### config.mk
export PLATFORM = sky130hd
export DESIGN_NAME = pulse_counter_arbiter_flat
export DESIGN_NICKNAME = d
export VERILOG_FILES = /design/src/rtl/pulse_counter_arbiter_if.sv /design/src/rtl/pulse_counter_arbiter.sv /design/src/flat_wrapper.sv
export SDC_FILE = /design/constraint.sdc
export NUM_CORES = 1
export LEC_CHECK = 0
export BUFFER_PORTS_ARGS = -buffer_cell sky130_fd_sc_hd__buf_2
export CAP_MARGIN = 20
export CELL_PAD_IN_SITES_DETAIL_PLACEMENT = 2
export CELL_PAD_IN_SITES_GLOBAL_PLACEMENT = 2
export CORE_UTILIZATION = 32
export CTS_CLUSTER_SIZE = 10
export DETAILED_ROUTE_END_ITERATION = 8
export PLACE_DENSITY = 0.89
export SLEW_MARGIN = 20
export SYNTH_ARGS = -nofsm -noshare
export SYNTH_HDL_FRONTEND = slang
export SYNTH_SLANG_ARGS = --single-unit
### constraint.sdc
create_clock -name clk -period 2.4 [get_ports clk]
set_input_delay 0.48 -clock clk [delete_from_list [all_inputs] [get_ports clk]]
set_output_delay 0.48 -clock clk [all_outputs]
set_load 0.03 [all_outputs]
### src/rtl/pulse_counter_arbiter_if.sv
// Bundles the requester lines, the shared counter link and the grant/status outputs.
interface pulse_counter_arbiter_if #(
  parameter int unsigned N_REQ = 4,
  parameter int unsigned ID_W  = 2
);
  logic [N_REQ-1:0] req;
  logic [N_REQ-1:0] pulse;
  logic [1:0]       cnt_state;
  logic             cnt_rstn;
  logic             x_out;
  logic [N_REQ-1:0] gnt;
  logic [ID_W-1:0]  gnt_id;
  logic             busy;
  logic             done;
  logic             abort;

  modport master (
    output req, pulse, cnt_state,
    input  cnt_rstn, x_out, gnt, gnt_id, busy, done, abort
  );

  modport slave (
    input  req, pulse, cnt_state,
    output cnt_rstn, x_out, gnt, gnt_id, busy, done, abort
  );
endinterface

### src/rtl/pulse_counter_arbiter.sv
// Round-robin arbiter sharing one mod-4 pulse counter between N_REQ requesters; a grant
// ends on counter wrap (done), request drop or idle timeout (abort).
module pulse_counter_arbiter #(
  parameter int unsigned N_REQ   = 4,
  parameter int unsigned ID_W    = 2,
  parameter int unsigned TIMEOUT = 15
) (
  input logic                   clk,
  input logic                   rst,
  pulse_counter_arbiter_if.slave bus
);

  typedef enum logic [1:0] {StIdle, StClear, StOwn, StRelease} state_e;

  localparam logic [7:0] TimerLast = 8'(TIMEOUT - 1);

  state_e           state_q;
  logic [N_REQ-1:0] gnt_q;
  logic [ID_W-1:0]  gnt_id_q;
  logic [ID_W-1:0]  last_q;
  logic             cnt_rstn_q;
  logic             done_q;
  logic             abort_q;
  logic [7:0]       timer_q;

  logic             pick_valid;
  logic [ID_W-1:0]  pick_id;
  logic             own_req;
  logic             fwd;

  // Scan from farthest to nearest so the nearest requester after last_q wins.
  always_comb begin
    int unsigned idx;
    logic [ID_W-1:0] idx_w;
    pick_valid = 1'b0;
    pick_id    = '0;
    idx        = 0;
    idx_w      = '0;
    for (int unsigned i = N_REQ; i >= 1; i--) begin
      idx   = (32'(last_q) + i) % N_REQ;
      idx_w = ID_W'(idx);
      if (bus.req[idx_w]) begin
        pick_valid = 1'b1;
        pick_id    = idx_w;
      end
    end
  end

  assign own_req = bus.req[gnt_id_q];
  assign fwd     = own_req & bus.pulse[gnt_id_q];

  always_ff @(posedge clk) begin
    if (rst) begin
      state_q    <= StIdle;
      gnt_q      <= '0;
      gnt_id_q   <= '0;
      last_q     <= ID_W'(N_REQ - 1);
      cnt_rstn_q <= 1'b0;
      done_q     <= 1'b0;
      abort_q    <= 1'b0;
      timer_q    <= '0;
    end else begin
      done_q  <= 1'b0;
      abort_q <= 1'b0;
      case (state_q)
        StIdle: begin
          cnt_rstn_q <= 1'b1;
          gnt_q      <= '0;
          if (pick_valid) begin
            gnt_q      <= N_REQ'(1) << pick_id;
            gnt_id_q   <= pick_id;
            cnt_rstn_q <= 1'b0;
            state_q    <= StClear;
          end
        end
        StClear: begin
          cnt_rstn_q <= 1'b1;
          timer_q    <= '0;
          state_q    <= StOwn;
        end
        StOwn: begin
          if (!own_req || (fwd && bus.cnt_state == 2'b11) || (!fwd && timer_q == TimerLast)) begin
            done_q  <= own_req & fwd;
            abort_q <= ~(own_req & fwd);
            gnt_q   <= '0;
            last_q  <= gnt_id_q;
            state_q <= StRelease;
          end else if (fwd) begin
            timer_q <= '0;
          end else if (timer_q != 8'hff) begin
            timer_q <= timer_q + 8'd1;
          end
        end
        StRelease: state_q <= StIdle;
        default:   state_q <= StIdle;
      endcase
    end
  end

  assign bus.cnt_rstn = cnt_rstn_q;
  assign bus.gnt      = gnt_q;
  assign bus.gnt_id   = gnt_id_q;
  assign bus.busy     = (state_q != StIdle);
  assign bus.done     = done_q;
  assign bus.abort    = abort_q;
  assign bus.x_out    = (state_q == StOwn) & fwd;

endmodule

### src/flat_wrapper.sv
// flat-port wrapper written by rule: the top's interface ports become plain ports
module pulse_counter_arbiter_flat 
#(
  parameter int unsigned N_REQ   = 4,
  parameter int unsigned ID_W    = 2,
  parameter int unsigned TIMEOUT = 15
)
  (clk, rst, bus_req, bus_pulse, bus_cnt_state, bus_cnt_rstn, bus_x_out, bus_gnt, bus_gnt_id, bus_busy, bus_done, bus_abort);
  pulse_counter_arbiter_if #(.N_REQ(N_REQ), .ID_W(ID_W)) bus_i ();
  input logic clk;
  input logic rst;
  input wire logic [$bits(bus_i.req)-1:0] bus_req;
  input wire logic [$bits(bus_i.pulse)-1:0] bus_pulse;
  input wire logic [$bits(bus_i.cnt_state)-1:0] bus_cnt_state;
  output wire logic [$bits(bus_i.cnt_rstn)-1:0] bus_cnt_rstn;
  output wire logic [$bits(bus_i.x_out)-1:0] bus_x_out;
  output wire logic [$bits(bus_i.gnt)-1:0] bus_gnt;
  output wire logic [$bits(bus_i.gnt_id)-1:0] bus_gnt_id;
  output wire logic [$bits(bus_i.busy)-1:0] bus_busy;
  output wire logic [$bits(bus_i.done)-1:0] bus_done;
  output wire logic [$bits(bus_i.abort)-1:0] bus_abort;
  assign bus_i.req = bus_req;
  assign bus_i.pulse = bus_pulse;
  assign bus_i.cnt_state = bus_cnt_state;
  assign bus_cnt_rstn = bus_i.cnt_rstn;
  assign bus_x_out = bus_i.x_out;
  assign bus_gnt = bus_i.gnt;
  assign bus_gnt_id = bus_i.gnt_id;
  assign bus_busy = bus_i.busy;
  assign bus_done = bus_i.done;
  assign bus_abort = bus_i.abort;
  pulse_counter_arbiter #(.N_REQ(N_REQ), .ID_W(ID_W), .TIMEOUT(TIMEOUT)) u_core (.clk(clk), .rst(rst), .bus(bus_i));
endmodule
==> impl_metrics.yaml, run 1 <==
outcome:
  status: "finished, final reports clean"
detailed_routing:
  wire_per_inst_um: 17.26
  vias_per_cell: 5.469
  drtIter0Drc: 22
  dr.pass1.iters: 3
  vias: 1132
  drc: 0
  routed_wl_um: 3573
  drtAntennaViolNets: 0
placement:
  dp_hpwl_um: 2688
  io_buffers: 22
  gp_congestion: 0.7114
  place_ws_ns: 0.06358
  placed_cell_area_um2: 1335
clock_tree:
  hold_buffers: 0
  cts_tree: "built"
  cts_max_path_buffers: 2
  cts_buffers: 3
  root_buffer: "clkbuf_8"
  postCtsSetupBuffers: 0
  clock_sinks: 21
  clk_pin_slew_worst_paths_ns: 0.09
  insertion_delay_ns: 0.27
  htree_levels: 1
  cts_resized: 0
synth:
  ys_seq_elements: 21
  synth_most_common_cell: "dfxtp_1"
  synth_largest_area_cell: "dfxtp_1"
  yosys-top-cells-area: "dfxtp_1, nor2_1, ha_1"
  yosysSeqAreaShare: 0.3518
  synthesis.instances: 139
  synth.avg_cell_area_um2: 8.596
  synth_common_cells: "dfxtp_1, nor2_1, inv_1, o21ai_0, a21oi_1"
  synth.distinct_cells: 44
  ys_async_sr_fraction: 0
  netlist_area_um2: 1195
  netlist.area_leader.share: 0.3518
  synth_edf_count: 0
  synth.net_count: 156
  synth_ff_type: "dfxtp_1"
  yosys_warnings: 0
floorplan:
  die-area_um2: 3982
  die_w_um: 63.11
  io_pins: 23
  core_area_um2: 3468
  die_h_um: 63.11
  initial_core_util: 0.3445
  rows: 21
sta:
  fin_skew_ns: 0.001686
  final.setup.tns_ns: 0
  fin_crit_ns: 2.240
  fin_ws_ns: 0.1599
  setup_viol: 0
  whs_ns: 0.4653
  fmax_mhz: 446.4
  worst_pin_slew_ns: 0.6202
  maxSlewViolCount: 0
  fin_crit_sh: 0.9334
  hold_viol_final: 0
  rsz0062_at_grt: "no"
  slew_headroom: 0.5827
cells_and_area:
  design_area_um2: 1383
  regArea_um2: 421.7
  fillers: 426
  multiInputGateArea_um2: 713.2
  finalNetCount: 179
  syn_to_final_growth_pct: 15.71
  drive_gt1_frac: 0.2050
  diodes: 0
setup_path:
  cp-end-kind: "flop"
  reg2reg_slack_ns: 0.16
  path_cells: "mux4_1 > nand2_2 > nand3_1 > or4_1 > o31ai_1"
  crit_path_max_incr_delay_ns: 0.60
  cp-start-kind: "flop"
  worst_r2r_path_depth: 5
  path_class: "flop to flop"
  r2r-end: "u_core.timer_q[3]$_SDFFE_PP0P_"
  cp-endpoint: "u_core.timer_q[3]$_SDFFE_PP0P_"
  cpMaxStageDelayCell: "mux4_1"
  cp_max_fo: 7
  r2r_start: "u_core.bus.gnt_id[0]$_SDFFE_PP0P_"
  startpoint: "u_core.bus.gnt_id[0]$_SDFFE_PP0P_"
  crit_arrival_ns: 2.43
  required_ns: 2.59
global_route:
  grt_pass1_vias: 1259
  antenna_found_initial: 0
  track_usage: 0.2008
  grt_pass1_wl_um: 6189
  grt_start_max_net_pins: 17
  overflow: 0
power:
  peakVddDrop_v: 0.0003453
  p_leak_nw: 0.5627
  p_total_mw: 1.364
  powerDensity_nw_per_um2: 986.3
worst_hold_path:
  min_path_type: "flop to flop"
flow_run:
  maxCapViolCount: 0
-- area by class of cell --
| cell class | count | share of cell area |
|---|---|---|
| clock buffers | 3 | 0.02986 |
| clock inverters | 1 | 0.003620 |
| inverters | 9 | 0.02443 |
| multi-input cells | 105 | 0.5158 |
| flip-flops and latches | 21 | 0.3050 |
| well taps | 46 | 0.04163 |
| repair buffers | 22 | 0.07964 |
-- cells in the final DEF (no fill, tap or decap), types with 2 or more instances in the layout --
cell       n
a21oi_1    7
o21ai_0    8
and4_1     2
nor2b_1    3
nor4_1     3
ha_1       5
nor3_1     4
a211o_1    2
buf_2     22
and3_1     3
and2_1     2
mux2i_1    4
inv_1      9
clkbuf_8   3
nor3b_1    2
a32o_1     2
nand2_1    6
nor2_1    17
o21a_1     2
o31ai_1    4
nand3_1    4
dfxtp_1   20
nand2b_1   5
nand3b_1   2
-- flip-flops by register name, summed over array words and instances (netlist names) --
name and count:
u_core.timer_q 8, u_core.bus.abort 1, u_core.bus.cnt_rstn 1, u_core.bus.gnt 4, u_core.state_q 2, u_core.bus.gnt_id 2, u_core.bus.done 1, u_core.last_q 2
-- metrics by stage --
stage / std cells / utilization
3_3_place_gp: 203 / 0.3849
6_report: 207 / 0.3986
4_1_cts: 207 / 0.3983
3_5_place_dp: 203 / 0.3849
5_1_grt: 207 / 0.3986
2_1_floorplan: 139 / -
-- worst max-delay path: cells and delay by family (launching register included) --
family	cells	cell delay, ns
and+or+nand+nor	3	0.82
muxes	1	0.60
DFF	1	0.43
AOI/OAI and AO/OA	1	0.30
-- per-layer routing --
metal / routed length, µm / track usage
met5: 0 / 0
met4: 61 / 0.07849
met3: 69 / 0.02536
met2: 1845 / 0.3562
met1: 1596 / 0.2428
-- logic make-up after synthesis --
kind of cell / after synthesis / share of synthesized area
and+or+nand+nor: 56 / 0.2461
AOI/OAI and AO/OA: 37 / 0.2147
DFF: 21 / 0.3518
buffers and inverters: 13 / 0.05130
muxes: 7 / 0.08377
adders and majority gates: 5 / 0.05236
-- worst min path at each step --
stage	startpoint	to	slack, ns	cells past startpoint
floorplan	u_core.timer_q[3]$_SDFFE_PP0P_	u_core.timer_q[3]$_SDFFE_PP0P_	0.44	1
global placement	u_core.bus.gnt[1]$_SDFFE_PP0P_	u_core.bus.gnt[1]$_SDFFE_PP0P_	0.44	1
detailed placement	u_core.bus.gnt[1]$_SDFFE_PP0P_	u_core.bus.gnt[1]$_SDFFE_PP0P_	0.45	1
CTS	u_core.bus.gnt[1]$_SDFFE_PP0P_	u_core.bus.gnt[1]$_SDFFE_PP0P_	0.47	1
global route	u_core.bus.gnt[3]$_SDFFE_PP0P_	u_core.bus.gnt[3]$_SDFFE_PP0P_	0.49	1
finish	u_core.bus.gnt[1]$_SDFFE_PP0P_	u_core.bus.gnt[1]$_SDFFE_PP0P_	0.47	1
-- power breakdown --
group          internal (mW)  leakage (nW)  total [mW]  switching, mW
Combinational          0.218         0.366       0.642          0.424
Sequential             0.410         0.171       0.471         0.0604
Clock                  0.116        0.0255       0.251          0.134
Note: power is estimated with default switching activity, not from simulation.
==> run 2, diff against run 1 <==
--- a/config.mk
+++ b/config.mk
@@ -9,10 +9,10 @@
 export CAP_MARGIN = 20
 export CELL_PAD_IN_SITES_DETAIL_PLACEMENT = 2
 export CELL_PAD_IN_SITES_GLOBAL_PLACEMENT = 2
-export CORE_UTILIZATION = 32
+export CORE_UTILIZATION = 34
 export CTS_CLUSTER_SIZE = 10
 export DETAILED_ROUTE_END_ITERATION = 8
-export PLACE_DENSITY = 0.89
+export PLACE_DENSITY = 0.93
 export SLEW_MARGIN = 20
 export SYNTH_ARGS = -nofsm -noshare
 export SYNTH_HDL_FRONTEND = slang
==> constraint.sdc (replaced) <==
create_clock -name clk -period 2.87 [get_ports clk]
set_input_delay 0.574 -clock clk [delete_from_list [all_inputs] [get_ports clk]]
set_output_delay 0.574 -clock clk [all_outputs]
set_load 0.03 [all_outputs]
==> impl_metrics.yaml, run 2 (synthesized netlist as in run 1, its figures left out) <==
outcome:
  status: "finished, final reports clean"
placement:
  io_buffers: 22
  gp_congestion: 0.7067
  place_ws_ns: 0.5066
  dp_hpwl_um: 2720
power:
  p_leak_nw: 0.5547
  peakVddDrop_v: 0.0003057
  powerDensity_nw_per_um2: 788.4
worst_hold_path:
  hp-start: "u_core.bus.gnt[1]$_SDFFE_PP0P_"
  holdPathStages: 1
  hold_end: "u_core.bus.gnt[1]$_SDFFE_PP0P_"
  min_path_type: "flop to flop"
global_route:
  grt_pass1_wl_um: 5623
  grt_start_max_net_pins: 17
  track_usage: 0.2036
  antenna_found_initial: 0
  overflow: 0
  grt_pass1_vias: 1211
floorplan:
  io_pins: 23
  die_w_um: 61.28
  initial_core_util: 0.3553
  rows: 21
  die-area_um2: 3755
  die_h_um: 61.28
  core_area_um2: 3363
sta:
  final.setup.tns_ns: 0
  hold_viol_final: 0
  setup_viol: 0
  fin_skew_ns: 0.01078
  rsz0062_at_grt: "no"
  maxSlewViolCount: 0
  slew_headroom: 0.5504
  fin_crit_sh: 0.8469
  worst_pin_slew_ns: 0.6693
  fmax_mhz: 411.4
  fin_ws_ns: 0.4395
  fin_crit_ns: 2.430
detailed_routing:
  dr.pass1.iters: 4
  drtAntennaViolNets: 0
  drtIter0Drc: 34
  vias_per_cell: 5.473
  wire_per_inst_um: 16.89
  drc: 0
  routed_wl_um: 3496
  vias: 1133
flow_run:
  maxCapViolCount: 0
clock_tree:
  root_buffer: "clkbuf_4"
  hold_buffers: 0
  clk_pin_slew_worst_paths_ns: 0.14
  postCtsSetupBuffers: 0
  insertion_delay_ns: 0.31
  htree_levels: 1
  cts_tree: "built"
  cts_resized: 0
  clock_sinks: 21
  cts_max_path_buffers: 2
  cts_buffers: 3
setup_path:
  r2r_start: "u_core.bus.gnt_id[0]$_SDFFE_PP0P_"
  cp_max_fo: 7
  crit_arrival_ns: 1.86
  worst_r2r_path_depth: 6
  cpMaxStageDelayCell: "mux4_1"
  crit_path_max_incr_delay_ns: 0.63
  cp-end-kind: "primary output"
  reg2reg_slack_ns: 0.56
  required_ns: 2.30
  path_cells: "mux4_1 > nand2_2 > nor2_1 > buf_2"
  cp-start-kind: "flop"
  r2r-end: "u_core.timer_q[5]$_SDFFE_PP0P_"
  path_class: "flop to primary output"
cells_and_area:
  largest_reg_flops: 8
  drive_gt1_frac: 0.1988
  finalNetCount: 179
  layout_commonest_cell: "buf_2"
  multiInputGateArea_um2: 713.2
  top_register: "u_core.timer_q"
  final_cell_mix: "buf_2, dfxtp_1, nor2_1, inv_1, o21ai_0"
  regArea_um2: 420.4
  diodes: 0
  fillers: 412
  syn_to_final_growth_pct: 14.03
-- run 2: cell count changes in the layout (fill, tap and decap cells not counted) --
cell	before	now
clkbuf_8	3	0
dfxtp_2	1	0
dfxtp_1	20	21
clkbuf_4	0	3
-- run 2: cell type report --
| type | instances | area share |
|---|---|---|
| clock inverter | 1 | 0.003673 |
| tap | 46 | 0.04224 |
| sequential | 21 | 0.3085 |
| timing repair buffer | 22 | 0.08081 |
| clock buffer | 3 | 0.01653 |
| multi-input combinational | 105 | 0.5234 |
| inverter | 9 | 0.02479 |
-- run 2: power breakdown --
group / leakage, nW / switching [mW] / internal (mW)
Combinational: 0.366 / 0.347 / 0.182
Clock: 0.0177 / 0.101 / 0.0521
Sequential: 0.171 / 0.0510 / 0.342
-- run 2: stage by stage --
step	utilization	hold WS [ns]	area, µm²	power (mW)	cells
floorplan	-	0.4405	1195	0.7879	139
global placement	0.3969	0.4368	1335	0.8854	203
detailed placement	0.3969	0.4552	1335	0.9280	203
CTS	0.4051	0.4859	1363	1.085	207
global route	0.4051	0.5132	1363	1.156	207
finish	0.4051	0.4794	1363	1.074	207
-- run 2: critical path, delay by kind of cell (launching register included) --
kind,cells,cell delay (ns)
and+or+nand+nor,2,0.21
DFF,1,0.53
buffers and inverters,1,0.17
muxes,1,0.63
-- run 2: metal layers --
metal,GRT usage,vias up,wire length [µm]
met2,0.3509,19,1716
met3,0.02941,4,96
met4,0.06494,0,35
met5,0,-,0
li1,-,554,-
met1,0.2612,556,1647
-- run 2: worst max path at each step --
stage,start,cells after the start,end
after global placement,bus_req[3],6,u_core.timer_q[3]$_SDFFE_PP0P_
after global routing,u_core.bus.gnt_id[0]$_SDFFE_PP0P_,4,bus_x_out
after CTS,u_core.bus.gnt_id[0]$_SDFFE_PP0P_,4,bus_x_out
after detailed placement,bus_req[3],6,u_core.timer_q[5]$_SDFFE_PP0P_
after floorplan,u_core.bus.gnt_id[0]$_SDFFE_PP0P_,7,u_core.timer_q[3]$_SDFFE_PP0P_
final,u_core.bus.gnt_id[0]$_SDFFE_PP0P_,4,bus_x_out
==> run 3, diff against run 2 <==
--- a/config.mk
+++ b/config.mk
@@ -5,14 +5,15 @@
 export SDC_FILE = /design/constraint.sdc
 export NUM_CORES = 1
 export LEC_CHECK = 0
+export ABC_AREA = 1
 export BUFFER_PORTS_ARGS = -buffer_cell sky130_fd_sc_hd__buf_2
 export CAP_MARGIN = 20
 export CELL_PAD_IN_SITES_DETAIL_PLACEMENT = 2
 export CELL_PAD_IN_SITES_GLOBAL_PLACEMENT = 2
-export CORE_UTILIZATION = 34
+export CORE_UTILIZATION = 29
 export CTS_CLUSTER_SIZE = 10
 export DETAILED_ROUTE_END_ITERATION = 8
-export PLACE_DENSITY = 0.93
+export PLACE_DENSITY = 0.88
 export SLEW_MARGIN = 20
 export SYNTH_ARGS = -nofsm -noshare
 export SYNTH_HDL_FRONTEND = slang
==> constraint.sdc (replaced) <==
create_clock -name clk -period 2.25 [get_ports clk]
set_input_delay 0.45 -clock clk [delete_from_list [all_inputs] [get_ports clk]]
set_output_delay 0.45 -clock clk [all_outputs]
set_load 0.03 [all_outputs]
==> impl_metrics.yaml, run 3 <==
placement:
  place_ws_ns: 0.2814
  dp_hpwl_um: 3542
  placed_cells: 290
  io_buffers: 22
  placed_cell_area_um2: 1536
  gp_congestion: 0.7646
detailed_routing:
  routed_wl_um: 4698
  drc: 2
  vias_per_cell: 5.071
  wire_per_inst_um: 15.87
  dr.pass1.iters: 6
  drtAntennaViolNets: 0
  drtIter0Drc: 41
  vias: 1501
setup_path:
  crit_arrival_ns: 1.65
  cp-end-kind: "primary output"
  required_ns: 1.80
  crit_path_max_incr_delay_ns: 0.40
  path_class: "flop to primary output"
  cp_max_fo: 6
  path_cells: "inv_2 > nand2_1 > nand3_1 > nand2_1 > nor2_4 > inv_1 > nor2_1 > buf_2"
  cp-start-kind: "flop"
  cpMaxStageDelayCell: "dfxtp_1"
  cp_common_cell: "nand2_1"
sta:
  hold_viol_final: 0
  fmax_mhz: 476.1
  whs_ns: 0.4691
  setup_viol: 0
  worst_pin_slew_ns: 0.3811
  fin_ws_ns: 0.1496
  fin_crit_ns: 2.100
  rsz0062_at_grt: "no"
  fin_skew_ns: 0.003730
  fin_crit_sh: 0.9335
  final.setup.tns_ns: 0
  maxSlewViolCount: 0
  slew_headroom: 0.7457
outcome:
  status: "finished, violations left"
  violations: "design-rule violations"
clock_tree:
  clock_sinks: 21
  cts_max_path_buffers: 2
  clk_pin_slew_worst_paths_ns: 0.09
  cts_buffers: 3
  insertion_delay_ns: 0.28
  htree_levels: 1
  root_buffer: "clkbuf_8"
  cts_tree: "built"
power:
  p_leak_nw: 0.7974
  powerDensity_nw_per_um2: 1355
  peakVddDrop_v: 0.0005790
  p_total_mw: 2.164
synth:
  synth_largest_area_cell: "dfxtp_1"
  yosysSeqAreaShare: 0.3022
  netlist_area_um2: 1391
  synth_most_common_cell: "nand2_1"
  synth.net_count: 237
  synth_ff_type: "dfxtp_1"
  ys_async_sr_fraction: 0
  synth_edf_count: 0
  ys_seq_elements: 21
  synth_common_cells: "nand2_1, inv_1, nor2_1, dfxtp_1, a21oi_1"
  yosys-top-cells-area: "dfxtp_1, nand2_1, inv_1"
  netlist.area_leader.share: 0.3022
  synthesis.instances: 220
  yosys_warnings: 0
  synth.avg_cell_area_um2: 6.324
  synth.distinct_cells: 23
global_route:
  grt_pass1_wl_um: 7583
  track_usage: 0.1945
  grt_pass1_vias: 1507
  grt_start_max_net_pins: 15
  antenna_found_initial: 0
  overflow: 0
floorplan:
  die_h_um: 71.27
  io_pins: 23
  rows: 24
  die_w_um: 71.27
  initial_core_util: 0.3110
  core_area_um2: 4474
  die-area_um2: 5079
cells_and_area:
  top_register: "u_core.timer_q"
  syn_to_final_growth_pct: 14.84
  largest_reg_flops: 8
  final_cells: 296
  final_cell_mix: "nand2_1, inv_1, nor2_1, buf_2, dfxtp_1"
  fillers: 571
  layout_commonest_cell: "nand2_1"
  drive_gt1_frac: 0.1680
  design_area_um2: 1598
  utilization: 0.3571
  finalNetCount: 262
  diodes: 0
flow_run:
  maxCapViolCount: 0
worst_hold_path:
  min_path_type: "flop to flop"
[run 3: changes by cell type after synthesis, sizes merged, moves of 3 or more]
cell and delta:
nand3 +14, and3 -3, nor4 -3, nor2 +8, nand4 +8, nand2 +70
o21ai -6, nand2b -5, o31ai -4, a21oi +10, mux2i -4, inv +20
nor2b -3
[run 3: path summary, 6_finish.rpt]
| kind | startpoint | endpoint | cells past startpoint | slack, ns |
|---|---|---|---|---|
| hold / removal | u_core.bus.gnt[0]$_SDFFE_PP0P_ | u_core.bus.gnt[0]$_SDFFE_PP0P_ | 2 | 0.47 |
| setup reg to reg | u_core.timer_q[0]$_SDFFE_PP0P_ | u_core.timer_q[0]$_SDFFE_PP0P_ | 10 | 0.16 |
| setup / recovery | u_core.bus.gnt_id[0]$_SDFFE_PP0P_ | bus_x_out | 8 | 0.15 |
| hold reg to reg | u_core.bus.gnt[0]$_SDFFE_PP0P_ | u_core.bus.gnt[0]$_SDFFE_PP0P_ | 2 | 0.47 |
[run 3: repair_timing]
item | in CTS | in global routing
hold buffers | 0 | 0
resized for setup | 0 | 0
endpoints found under the hold margin | 0 | 0
setup endpoints to repair | 0 | 1
setup buffers | 0 | 2
[run 3: final cells by class]
| type | instances | area (µm²) | share of cell area |
|---|---|---|---|
| multi-input combinational | 166 | 832.0 | 0.5208 |
| inverter | 29 | 108.9 | 0.06813 |
| timing repair buffer | 24 | 125.1 | 0.07831 |
| clock inverter | 1 | 5.005 | 0.003132 |
| tap | 52 | 65.06 | 0.04072 |
| clock buffer | 3 | 41.29 | 0.02584 |
| sequential | 21 | 420.4 | 0.2631 |
[run 3: critical path, delay by kind of cell, from the launching register on]
family / cells / cell delay [ns]
simple gates: 5 / 0.52
buf+inv: 3 / 0.43
flops: 1 / 0.40
[run 3: metal layers]
layer	vias to the layer above	global-route usage	part of all wire
met5	-	0	0
li1	748	-	-
met3	7	0.02391	0.019
met4	0	0.08000	0.020
met2	22	0.3291	0.47
met1	724	0.2509	0.49
[run 3: cells by family (layout without fill, tap and decap cells)]
kind of cell / count (synthesis) / count (layout) / synth area share
AND/OR/NAND/NOR: 133 / 133 / 0.4371
buffers and inverters: 33 / 57 / 0.09981
AO/OA/AOI/OAI: 25 / 25 / 0.09712
flip-flops: 21 / 21 / 0.3022
adder cells (fa/ha/maj): 5 / 5 / 0.04496
XOR/XNOR: 3 / 3 / 0.01889
[run 3: report_power, final]
| group | internal, mW | leakage (nW) | switching, mW |
|---|---|---|---|
| Clock | 0.125 | 0.0255 | 0.157 |
| Sequential | 0.475 | 0.172 | 0.101 |
| Combinational | 0.386 | 0.600 | 0.921 |
